**config.mk**
```make
export PLATFORM = sky130hd
export DESIGN_NAME = hls_srl_fifo_v2_flat
export DESIGN_NICKNAME = d
export VERILOG_FILES = /design/src/rtl/hls_srl_fifo_v2_if.sv /design/src/rtl/hls_srl_fifo_v2.sv /design/src/flat_wrapper.sv
export SDC_FILE = /design/constraint.sdc
export NUM_CORES = 1
export LEC_CHECK = 0
export BUFFER_PORTS_ARGS = -buffer_cell sky130_fd_sc_hd__buf_2
export CELL_PAD_IN_SITES_DETAIL_PLACEMENT = 1
export CELL_PAD_IN_SITES_GLOBAL_PLACEMENT = 2
export CORE_MARGIN = 2
export CORE_UTILIZATION = 41
export DETAILED_ROUTE_END_ITERATION = 10
export HOLD_SLACK_MARGIN = 0.05
export PLACE_DENSITY_LB_ADDON = 0.1
export SLEW_MARGIN = 20
export SYNTH_ARGS = -nofsm -noshare
export SYNTH_HDL_FRONTEND = slang
export SYNTH_SLANG_ARGS = --single-unit
```
**constraint.sdc**
```tcl
create_clock -name clk_i -period 16 [get_ports clk_i]
set_input_delay 2.4 -clock clk_i [delete_from_list [all_inputs] [get_ports clk_i]]
set_output_delay 2.4 -clock clk_i [all_outputs]
set_load 0.03 [all_outputs]
```
**src/rtl/hls_srl_fifo_v2_if.sv**
```systemverilog
// Stream FIFO handshake bundle: write side, read side and occupancy status.
// The slave modport is the FIFO view and the master modport is the producer/consumer view.
interface hls_srl_fifo_v2_if #(
  parameter int DATA_WIDTH = 32,
  parameter int ADDR_WIDTH = 4
);
  logic                  if_full_n;
  logic                  if_write_ce;
  logic                  if_write;
  logic [DATA_WIDTH-1:0] if_din;
  logic                  if_empty_n;
  logic                  if_read_ce;
  logic                  if_read;
  logic [DATA_WIDTH-1:0] if_dout;
  logic                  if_almost_full;
  logic [ADDR_WIDTH:0]   if_count;

  modport slave (
    output if_full_n, if_empty_n, if_dout, if_almost_full, if_count,
    input  if_write_ce, if_write, if_din, if_read_ce, if_read
  );

  modport master (
    input  if_full_n, if_empty_n, if_dout, if_almost_full, if_count,
    output if_write_ce, if_write, if_din, if_read_ce, if_read
  );
endinterface

```
**src/rtl/hls_srl_fifo_v2.sv**
```systemverilog
// SRL-based stream FIFO with occupancy count, almost-full flag and an optional
// registered output stage that adds one word of capacity.
module hls_srl_fifo_v2 #(
  parameter int DATA_WIDTH   = 32,
  parameter int ADDR_WIDTH   = 4,
  parameter int DEPTH        = 16,
  parameter int OUT_REG      = 0,
  parameter int AFULL_THRESH = 14
) (
  input  logic                  clk_i,
  input  logic                  reset_i,
  hls_srl_fifo_v2_if.slave      s_if
);
  localparam int             CW      = ADDR_WIDTH + 1;
  localparam logic [CW-1:0]  DEPTH_C = CW'(DEPTH);
  localparam logic [CW-1:0]  AFULL_C = CW'(AFULL_THRESH);
  localparam bit             OREG    = (OUT_REG != 0);

  logic [DATA_WIDTH-1:0] srl_q [DEPTH];
  logic [CW-1:0]         core_cnt_q, core_cnt_d;
  logic [CW-1:0]         count_d;
  logic                  full_n_q, full_n_d;
  logic                  empty_n_q, empty_n_d;
  logic                  ov_q, ov_d;
  logic                  afull_q, afull_d;
  logic [DATA_WIDTH-1:0] dout_q, dout_d;
  logic [DATA_WIDTH-1:0] tap;
  logic                  empty_n, push, pop, core_pop;

  assign empty_n  = OREG ? ov_q : empty_n_q;
  assign push     = s_if.if_write & s_if.if_write_ce & full_n_q;
  assign pop      = s_if.if_read & s_if.if_read_ce & empty_n;
  // With the output stage, the core refills it whenever it is empty or being drained.
  assign core_pop = OREG ? ((core_cnt_q != '0) & (~ov_q | pop)) : pop;

  always_ff @(posedge clk_i) begin
    if (push) begin
      srl_q[0] <= s_if.if_din;
      for (int i = 1; i < DEPTH; i++) srl_q[i] <= srl_q[i-1];
    end
  end

  always_comb begin
    tap = '0;
    for (int i = 0; i < DEPTH; i++) begin
      if (core_cnt_q == CW'(i + 1)) tap = srl_q[i];
    end
  end

  always_comb begin
    core_cnt_d = core_cnt_q;
    ov_d       = ov_q;
    dout_d     = dout_q;
    if (push & ~core_pop)      core_cnt_d = core_cnt_q + CW'(1);
    else if (core_pop & ~push) core_cnt_d = core_cnt_q - CW'(1);
    if (OREG) begin
      if (core_pop) begin
        ov_d   = 1'b1;
        dout_d = tap;
      end else if (pop) begin
        ov_d   = 1'b0;
      end
    end else begin
      ov_d = 1'b0;
    end
    count_d   = core_cnt_d + CW'(ov_d);
    full_n_d  = (core_cnt_d != DEPTH_C);
    empty_n_d = (core_cnt_d != '0);
    afull_d   = (count_d >= AFULL_C);
  end

  always_ff @(posedge clk_i or posedge reset_i) begin
    if (reset_i) begin
      core_cnt_q <= '0;
      full_n_q   <= 1'b1;
      empty_n_q  <= 1'b0;
      ov_q       <= 1'b0;
      afull_q    <= 1'b0;
      dout_q     <= '0;
    end else begin
      core_cnt_q <= core_cnt_d;
      full_n_q   <= full_n_d;
      empty_n_q  <= empty_n_d;
      ov_q       <= ov_d;
      afull_q    <= afull_d;
      dout_q     <= dout_d;
    end
  end

  assign s_if.if_full_n      = full_n_q;
  assign s_if.if_empty_n     = empty_n;
  assign s_if.if_dout        = OREG ? dout_q : tap;
  assign s_if.if_almost_full = afull_q;
  assign s_if.if_count       = core_cnt_q + CW'(ov_q);
endmodule

```
**src/flat_wrapper.sv**
```systemverilog
// flat-port wrapper written by rule: the top's interface ports become plain ports
module hls_srl_fifo_v2_flat 
#(
  parameter int DATA_WIDTH   = 32,
  parameter int ADDR_WIDTH   = 4,
  parameter int DEPTH        = 16,
  parameter int OUT_REG      = 0,
  parameter int AFULL_THRESH = 14
)
  (clk_i, reset_i, s_if_if_full_n, s_if_if_empty_n, s_if_if_dout, s_if_if_almost_full, s_if_if_count, s_if_if_write_ce, s_if_if_write, s_if_if_din, s_if_if_read_ce, s_if_if_read);
  hls_srl_fifo_v2_if #(.DATA_WIDTH(DATA_WIDTH), .ADDR_WIDTH(ADDR_WIDTH)) s_if_i ();
  input  logic clk_i;
  input  logic reset_i;
  output wire logic [$bits(s_if_i.if_full_n)-1:0] s_if_if_full_n;
  output wire logic [$bits(s_if_i.if_empty_n)-1:0] s_if_if_empty_n;
  output wire logic [$bits(s_if_i.if_dout)-1:0] s_if_if_dout;
  output wire logic [$bits(s_if_i.if_almost_full)-1:0] s_if_if_almost_full;
  output wire logic [$bits(s_if_i.if_count)-1:0] s_if_if_count;
  input wire logic [$bits(s_if_i.if_write_ce)-1:0] s_if_if_write_ce;
  input wire logic [$bits(s_if_i.if_write)-1:0] s_if_if_write;
  input wire logic [$bits(s_if_i.if_din)-1:0] s_if_if_din;
  input wire logic [$bits(s_if_i.if_read_ce)-1:0] s_if_if_read_ce;
  input wire logic [$bits(s_if_i.if_read)-1:0] s_if_if_read;
  assign s_if_if_full_n = s_if_i.if_full_n;
  assign s_if_if_empty_n = s_if_i.if_empty_n;
  assign s_if_if_dout = s_if_i.if_dout;
  assign s_if_if_almost_full = s_if_i.if_almost_full;
  assign s_if_if_count = s_if_i.if_count;
  assign s_if_i.if_write_ce = s_if_if_write_ce;
  assign s_if_i.if_write = s_if_if_write;
  assign s_if_i.if_din = s_if_if_din;
  assign s_if_i.if_read_ce = s_if_if_read_ce;
  assign s_if_i.if_read = s_if_if_read;
  hls_srl_fifo_v2 #(.DATA_WIDTH(DATA_WIDTH), .ADDR_WIDTH(ADDR_WIDTH), .DEPTH(DEPTH), .OUT_REG(OUT_REG), .AFULL_THRESH(AFULL_THRESH)) u_core (.clk_i(clk_i), .reset_i(reset_i), .s_if(s_if_i));
endmodule
```
### After elaboration in Yosys (flattened, before gate mapping)

Memories as Yosys holds them, arrays and structs flattened.
Index checks and enable logic that the tools add are counted.
Widths: inputs -> output; s select.

| operators by class | value |
|---|---|
| add/subtract/negate cells | 2 |
| multipliers | 0 |
| divide/modulo/power cells | 0 |
| magnitude comparators | 1 |
| equal/unequal tests | 17 |
| shift-type cells | 0 |
| mux-type cells | 20 |
| bitwise gates (word level) | 8 |
| reductions and logical operators | 1 |

Operators by type and width:

| kind | count |
|---|---|
| $mux 32 | 16 |
| $eq 5x4->1 const B | 8 |
| $eq 5x3->1 const B | 4 |
| $eq 5x2->1 const B | 2 |
| $mux 5 | 2 |
| $and 1x1->1 | 6 |
| $add 5x1->5 const B | 1 |
| $eq 5x1->1 const B | 1 |
| $eq 5x5->1 const B | 1 |
| $ge 5x4->1 const B | 1 |
| $ne 5x5->1 const B | 1 |
| $reduce_bool 5->1 | 1 |
| $sub 5x1->5 const B | 1 |
| $mux 1 | 2 |
| $not 1->1 | 2 |

| word-level totals | value |
|---|---|
| register bits after elaboration | 8 |
| latch bits | 0 |
| bits in writable memories | 512 |
| memory bits (read-only) | 0 |
| output and inout port bits | 40 |
| logic and storage cells | 54 |
| memories kept | 1 |

Memories:

| memory | words | width | read ports | clocked after memory_dff | write ports | RTL line | RTL |
|---|---|---|---|---|---|---|---|
| u_core.srl_q | 16 | 32 | 16 | 0 | 16 | hls_srl_fifo_v2.sv:19 | `logic [DATA_WIDTH-1:0] srl_q [DEPTH];` |

### Logic depth before layout (Yosys ltp)

| logic depth | value |
|---|---|
| depth in word-level cells | 17 |
| depth in mapped cells | 12 |
| gate-level depth less buffers | 9 |

### Worst setup path after synthesis

OpenSTA, ideal clock, no wires.

| path | value |
|---|---|
| path type | input to register |
| start point | in s_if_if_write |
| end point | reg u_core.empty_n_q (netlist: u_core.s_if.if_empty_n) |
| data arrival time | 19,045 ps |
| data required time | 15,855 ps |
| setup slack | -3,189 ps |
| stages | 7 |
| cells stage by stage | and3_1 -> clkbuf_1 -> nor2_1 -> or2_2 -> xnor2_1 -> nor4_1 -> nand2b_1 |

| between the ends | value |
|---|---|
| longest elaborated chain between the ends | 7 |

RTL lines:

| what | RTL line | RTL |
|---|---|---|
| from (decl) | flat_wrapper.sv:20 | `input wire logic [$bits(s_if_i.if_write)-1:0] s_if_if_write;` |
| $and 1x1->1 * (2 in a row) | hls_srl_fifo_v2.sv:31 | `assign push = s_if.if_write & s_if.if_write_ce & full_n_q;` |
| via u_core.push | hls_srl_fifo_v2.sv:28 | `logic empty_n, push, pop, core_pop;` |
| $not 1->1 | hls_srl_fifo_v2.sv:55 | `else if (core_pop & ~push) core_cnt_d = core_cnt_q - CW'(1);` |
| $and 1x1->1 | hls_srl_fifo_v2.sv:55 |  |
| $mux 5 | hls_srl_fifo_v2.sv:55 |  |
| $mux 5 * | hls_srl_fifo_v2.sv:54 | `if (push & ~core_pop) core_cnt_d = core_cnt_q + CW'(1);` |
| via u_core.core_cnt_d[0] | hls_srl_fifo_v2.sv:20 | `logic [CW-1:0] core_cnt_q, core_cnt_d;` |
| $reduce_bool 5->1 * | hls_srl_fifo_v2.sv:68 | `empty_n_d = (core_cnt_d != '0);` |
| via u_core.empty_n_d | hls_srl_fifo_v2.sv:23 | `logic empty_n_q, empty_n_d;` |
| to (signal assigned) | hls_srl_fifo_v2.sv:83 | `empty_n_q <= empty_n_d;` |
| to (decl) | hls_srl_fifo_v2.sv:23 |  |

The timed path passes the listed nets; every way through them passes the cells marked *.

### Worst setup path after layout

| path | value |
|---|---|
| start point | reg u_core.core_cnt_q[1] |
| end point | out s_if_if_dout[11] |

| between the ends | value |
|---|---|
| longest elaborated chain between the ends | 17 |

RTL lines:

| what | RTL line | RTL |
|---|---|---|
| from (decl) | hls_srl_fifo_v2.sv:20 |  |
| from (signal assigned) | hls_srl_fifo_v2.sv:81 | `core_cnt_q <= core_cnt_d;` |
| $eq 5x1->1 | hls_srl_fifo_v2.sv:46 | `if (core_cnt_q == CW'(i + 1)) tap = srl_q[i];` |
| $mux 32 (15 in a row) | hls_srl_fifo_v2.sv:46 |  |
| $mux 32 * | hls_srl_fifo_v2.sv:46 |  |
| to (decl) | flat_wrapper.sv:16 | `output wire logic [$bits(s_if_i.if_dout)-1:0] s_if_if_dout;` |

Every way passes the cells marked *; elsewhere a longest branch is shown, timed or not.

==> run metrics <==
clk slew on worst S/H paths=0.06 ns; Root Driver=clkbuf_16; Avg Inst Size Synth=14.9 µm²; NetSw=1720 µW; setup violators final=0; Area Growth Syn to Fin=13.3%; RSZ-0062 raised after global routing=no; Synth Cell Area=20,800 µm²; Total GRT Usage=0.216; Slew @ Worst Pin=1.07 ns; DRC viols=0; drt wl/cell=26.2 µm; Worst setup SP type=flip-flop; Final Hold Fails=0; Slew HR=0.285; CP endpoint kind=primary output; CTS Buffer Depth=3; Critical Path, Cell by Cell=ha_2 > buf_4 > and3_1 > ha_2 > buf_4 > clkinv_1 > nand3_1 > a221o_1 > o22ai_1 > a21oi_1 > o31a_1 > buf_2; setup repair bufs after CTS=0; largest net degree at the start of global routing=150; Max VDD drop=97.5 µV; n_diodes=0; die width=229 µm; grt peak-use layer=met1; Die Y=229 µm; Final Skew=0.0148 ns; HP Class=flip-flop to flip-flop; Critical Setup Path Class=flip-flop to primary output; initial core utilization=0.415; # hold bufs at CTS=0; die area=52,600 µm²; post-synth top area share=0.738; CP max stage cell=clkinv_1; clock tree sinks=520; Clk pwr share=0.273; post-synthesis instance total=1,394; post-synth top area cell=edfxtp_1; fin cells=2,175; Crit path largest cell delay=0.77 ns; M1 GR Usage=0.337; area of the multi-input gates=4750 µm²; fill count=4,881; Util after Layout=0.470; register share of total power=0.389; worst path arrival time=4.87 ns; initial antenna violation count=0; Fmax=138 MHz; dpl cells=2,070; final max-slew violation count=0; core footprint=50,200 µm²; overall power=4570 µW; sequential cell area=15,600 µm²; Final period util=0.454; max-cap check violation count=0; DR vias/cell=5.91; Worst EP required=13.60 ns; DRT iter0 DRCs=1,213; ranking of synthesized cells by area=edfxtp_1 (74%), o21ai_0 (2.5%), a21oi_1 (2.4%); share of cells above drive strength 1=0.136; routability cong.=0.785; Syn. warnings=0; H-tree lvl count=2; fraction of synthesis flops using an asynchronous set or reset pin=0.0154; Synth Flop Type=edfxtp_1; vias in the first global route=13,100; outcome=completed; total overflow reported by the global router=0; global-route wire length before repair=86.1 mm; I/O pin cnt=78; switch share=0.376; Post-DRT Antenna Nets=0; met2 GRT Util=0.309; leakage power figure=0.00776 µW; post-synth net total=1,438; final setup TNS=0 ns; clk_lat worst skew=0.61 ns; power per cell area=194 nW/µm²; NumNets Final=1,501; worst-path maximum fanout=48; I/O Buffers=77; CTS tree=built; Internal=2850 µW; post-route minimum period=7.27 ns; Global Route met3 Usage=0.0421; standard-cell rows=82; HPWL Detailed=35.4 mm; TritonRoute pass-1 iters=5; post-synthesis sequential area ratio=0.748; #FFs+latches synth=520; combinational power share=0.338; TritonCTS Buffers=57; Post-synth EDFFs=512; DRT Wirelength=57.0 mm; PostCTS Resize Cnt=0; DR vias=12,900; post-synth cell types=72
==> area by class of cell <==
| type | instances | share of cell area |
|---|---|---|
| multi-input cells | 756 | 0.201 |
| well taps | 672 | 0.0356 |
| clock inverters | 30 | 0.0101 |
| clock buffers | 75 | 0.0633 |
| repair buffers | 109 | 0.0271 |
| inverters | 13 | 0.00207 |
| flip-flops and latches | 520 | 0.660 |
==> power by group through the flow <==
stage               registers, µW  logic, µW  clock network, µW
floorplan                    1850        979                  0
global placement             1800       1540                  0
detailed placement           1810       1550                  0
CTS                          1780       1560               1280
global route                 1800       1660               1330
finish                       1780       1550               1250
==> worst max-delay path: cells and delay by family (launching register included) <==
family / cells / cell delay, ns
buffers and inverters: 4 / 1.75
AO/OA/AOI/OAI: 4 / 0.60
flip-flops: 1 / 0.47
adder cells (fa/ha/maj): 2 / 0.44
AND/OR/NAND/NOR: 2 / 0.94
==> cell usage after synthesis (7+ instances only) <==
cell type  number
nand2b_1        8
nand3_1        25
a221o_1        22
clkbuf_1       52
o21ai_0       102
a22oi_1        17
a22o_1         11
edfxtp_1      512
dfrtp_1         7
buf_2          41
and3b_1         7
a21oi_1       101
a221oi_1       43
a21o_1         10
o22ai_1        52
o21ai_1        10
or3_1           7
nor2_1         62
a211o_1        12
inv_1          12
o22a_1          9
o221ai_1       25
a31oi_1        25
nor3_1         16
and3_1         10
nand2_1        79
==> worst paths after layout <==
| check | from | endpoint | slack [ns] | cells past startpoint |
|---|---|---|---|---|
| max | u_core.core_cnt_q[1] | s_if_if_dout[11] | 8.73 | 12 |
| min | u_core.srl_q[3][5] | u_core.srl_q[4][5] | 0.44 | 0 |
| max reg2reg | u_core.s_if.if_full_n | u_core.s_if.if_empty_n | 12.61 | 7 |
| min reg2reg | u_core.srl_q[3][5] | u_core.srl_q[4][5] | 0.44 | 0 |
| max in group asynchronous | reset_i | u_core.s_if.if_full_n | 13.98 | 2 |
| min in group asynchronous | reset_i | u_core.core_cnt_q[3] | 1.73 | 2 |
==> per-layer routing <==
layer  vias up  wire length, µm
met5         -                0
met4         0             1080
met3        69             3390
met2       363            24400
met1      6645            28200
li1       5785                -
==> cell usage in the layout, fill, tap and decap left out, types with 16 or more instances in the layout <==
cell type  instances
o221ai_1          25
a221o_1           22
clkinv_1          17
o21ai_0          102
a31oi_1           25
o22ai_1           52
a21oi_1          101
edfxtp_1         512
nor3_1            16
nor2_1            61
nand2_1           79
buf_4             31
a22oi_1           17
clkbuf_16         57
nand3_1           25
buf_2             77
clkbuf_1          18
a221oi_1          43
==> stage by stage <==
step | worst slack, ns | hold slack [ns] | cell area, µm²
final | 8.73 | 0.439 | 23600
after global routing | 8.34 | 0.443 | 23600
after CTS | 8.61 | 0.439 | 23600
after detailed placement | 9.30 | 0.428 | 21900
after global placement | 9.33 | 0.421 | 21900
after floorplan | 5.25 | 0.417 | 20800
==> logic make-up (layout without fill, tap and decap cells) <==
logic type,count (synthesis),in the layout,share of synthesized area
buffers and inverters,118,227,0.0254
xor gates and xnor gates,4,4,0.00168
and+or+nand+nor,257,257,0.0638
adders and majority gates,7,7,0.00409
muxes,1,1,0.000481
AOI/OAI and AO/OA,487,487,0.157
DFF,520,520,0.748
==> state kept, by name, summed over array words and instances (netlist names) <==
register	count
u_core.s_if.if_empty_n	1
u_core.srl_q	512
u_core.core_cnt_q	5
u_core.s_if.if_almost_full	1
u_core.s_if.if_full_n	1
(Power assumes the default switching activity.)
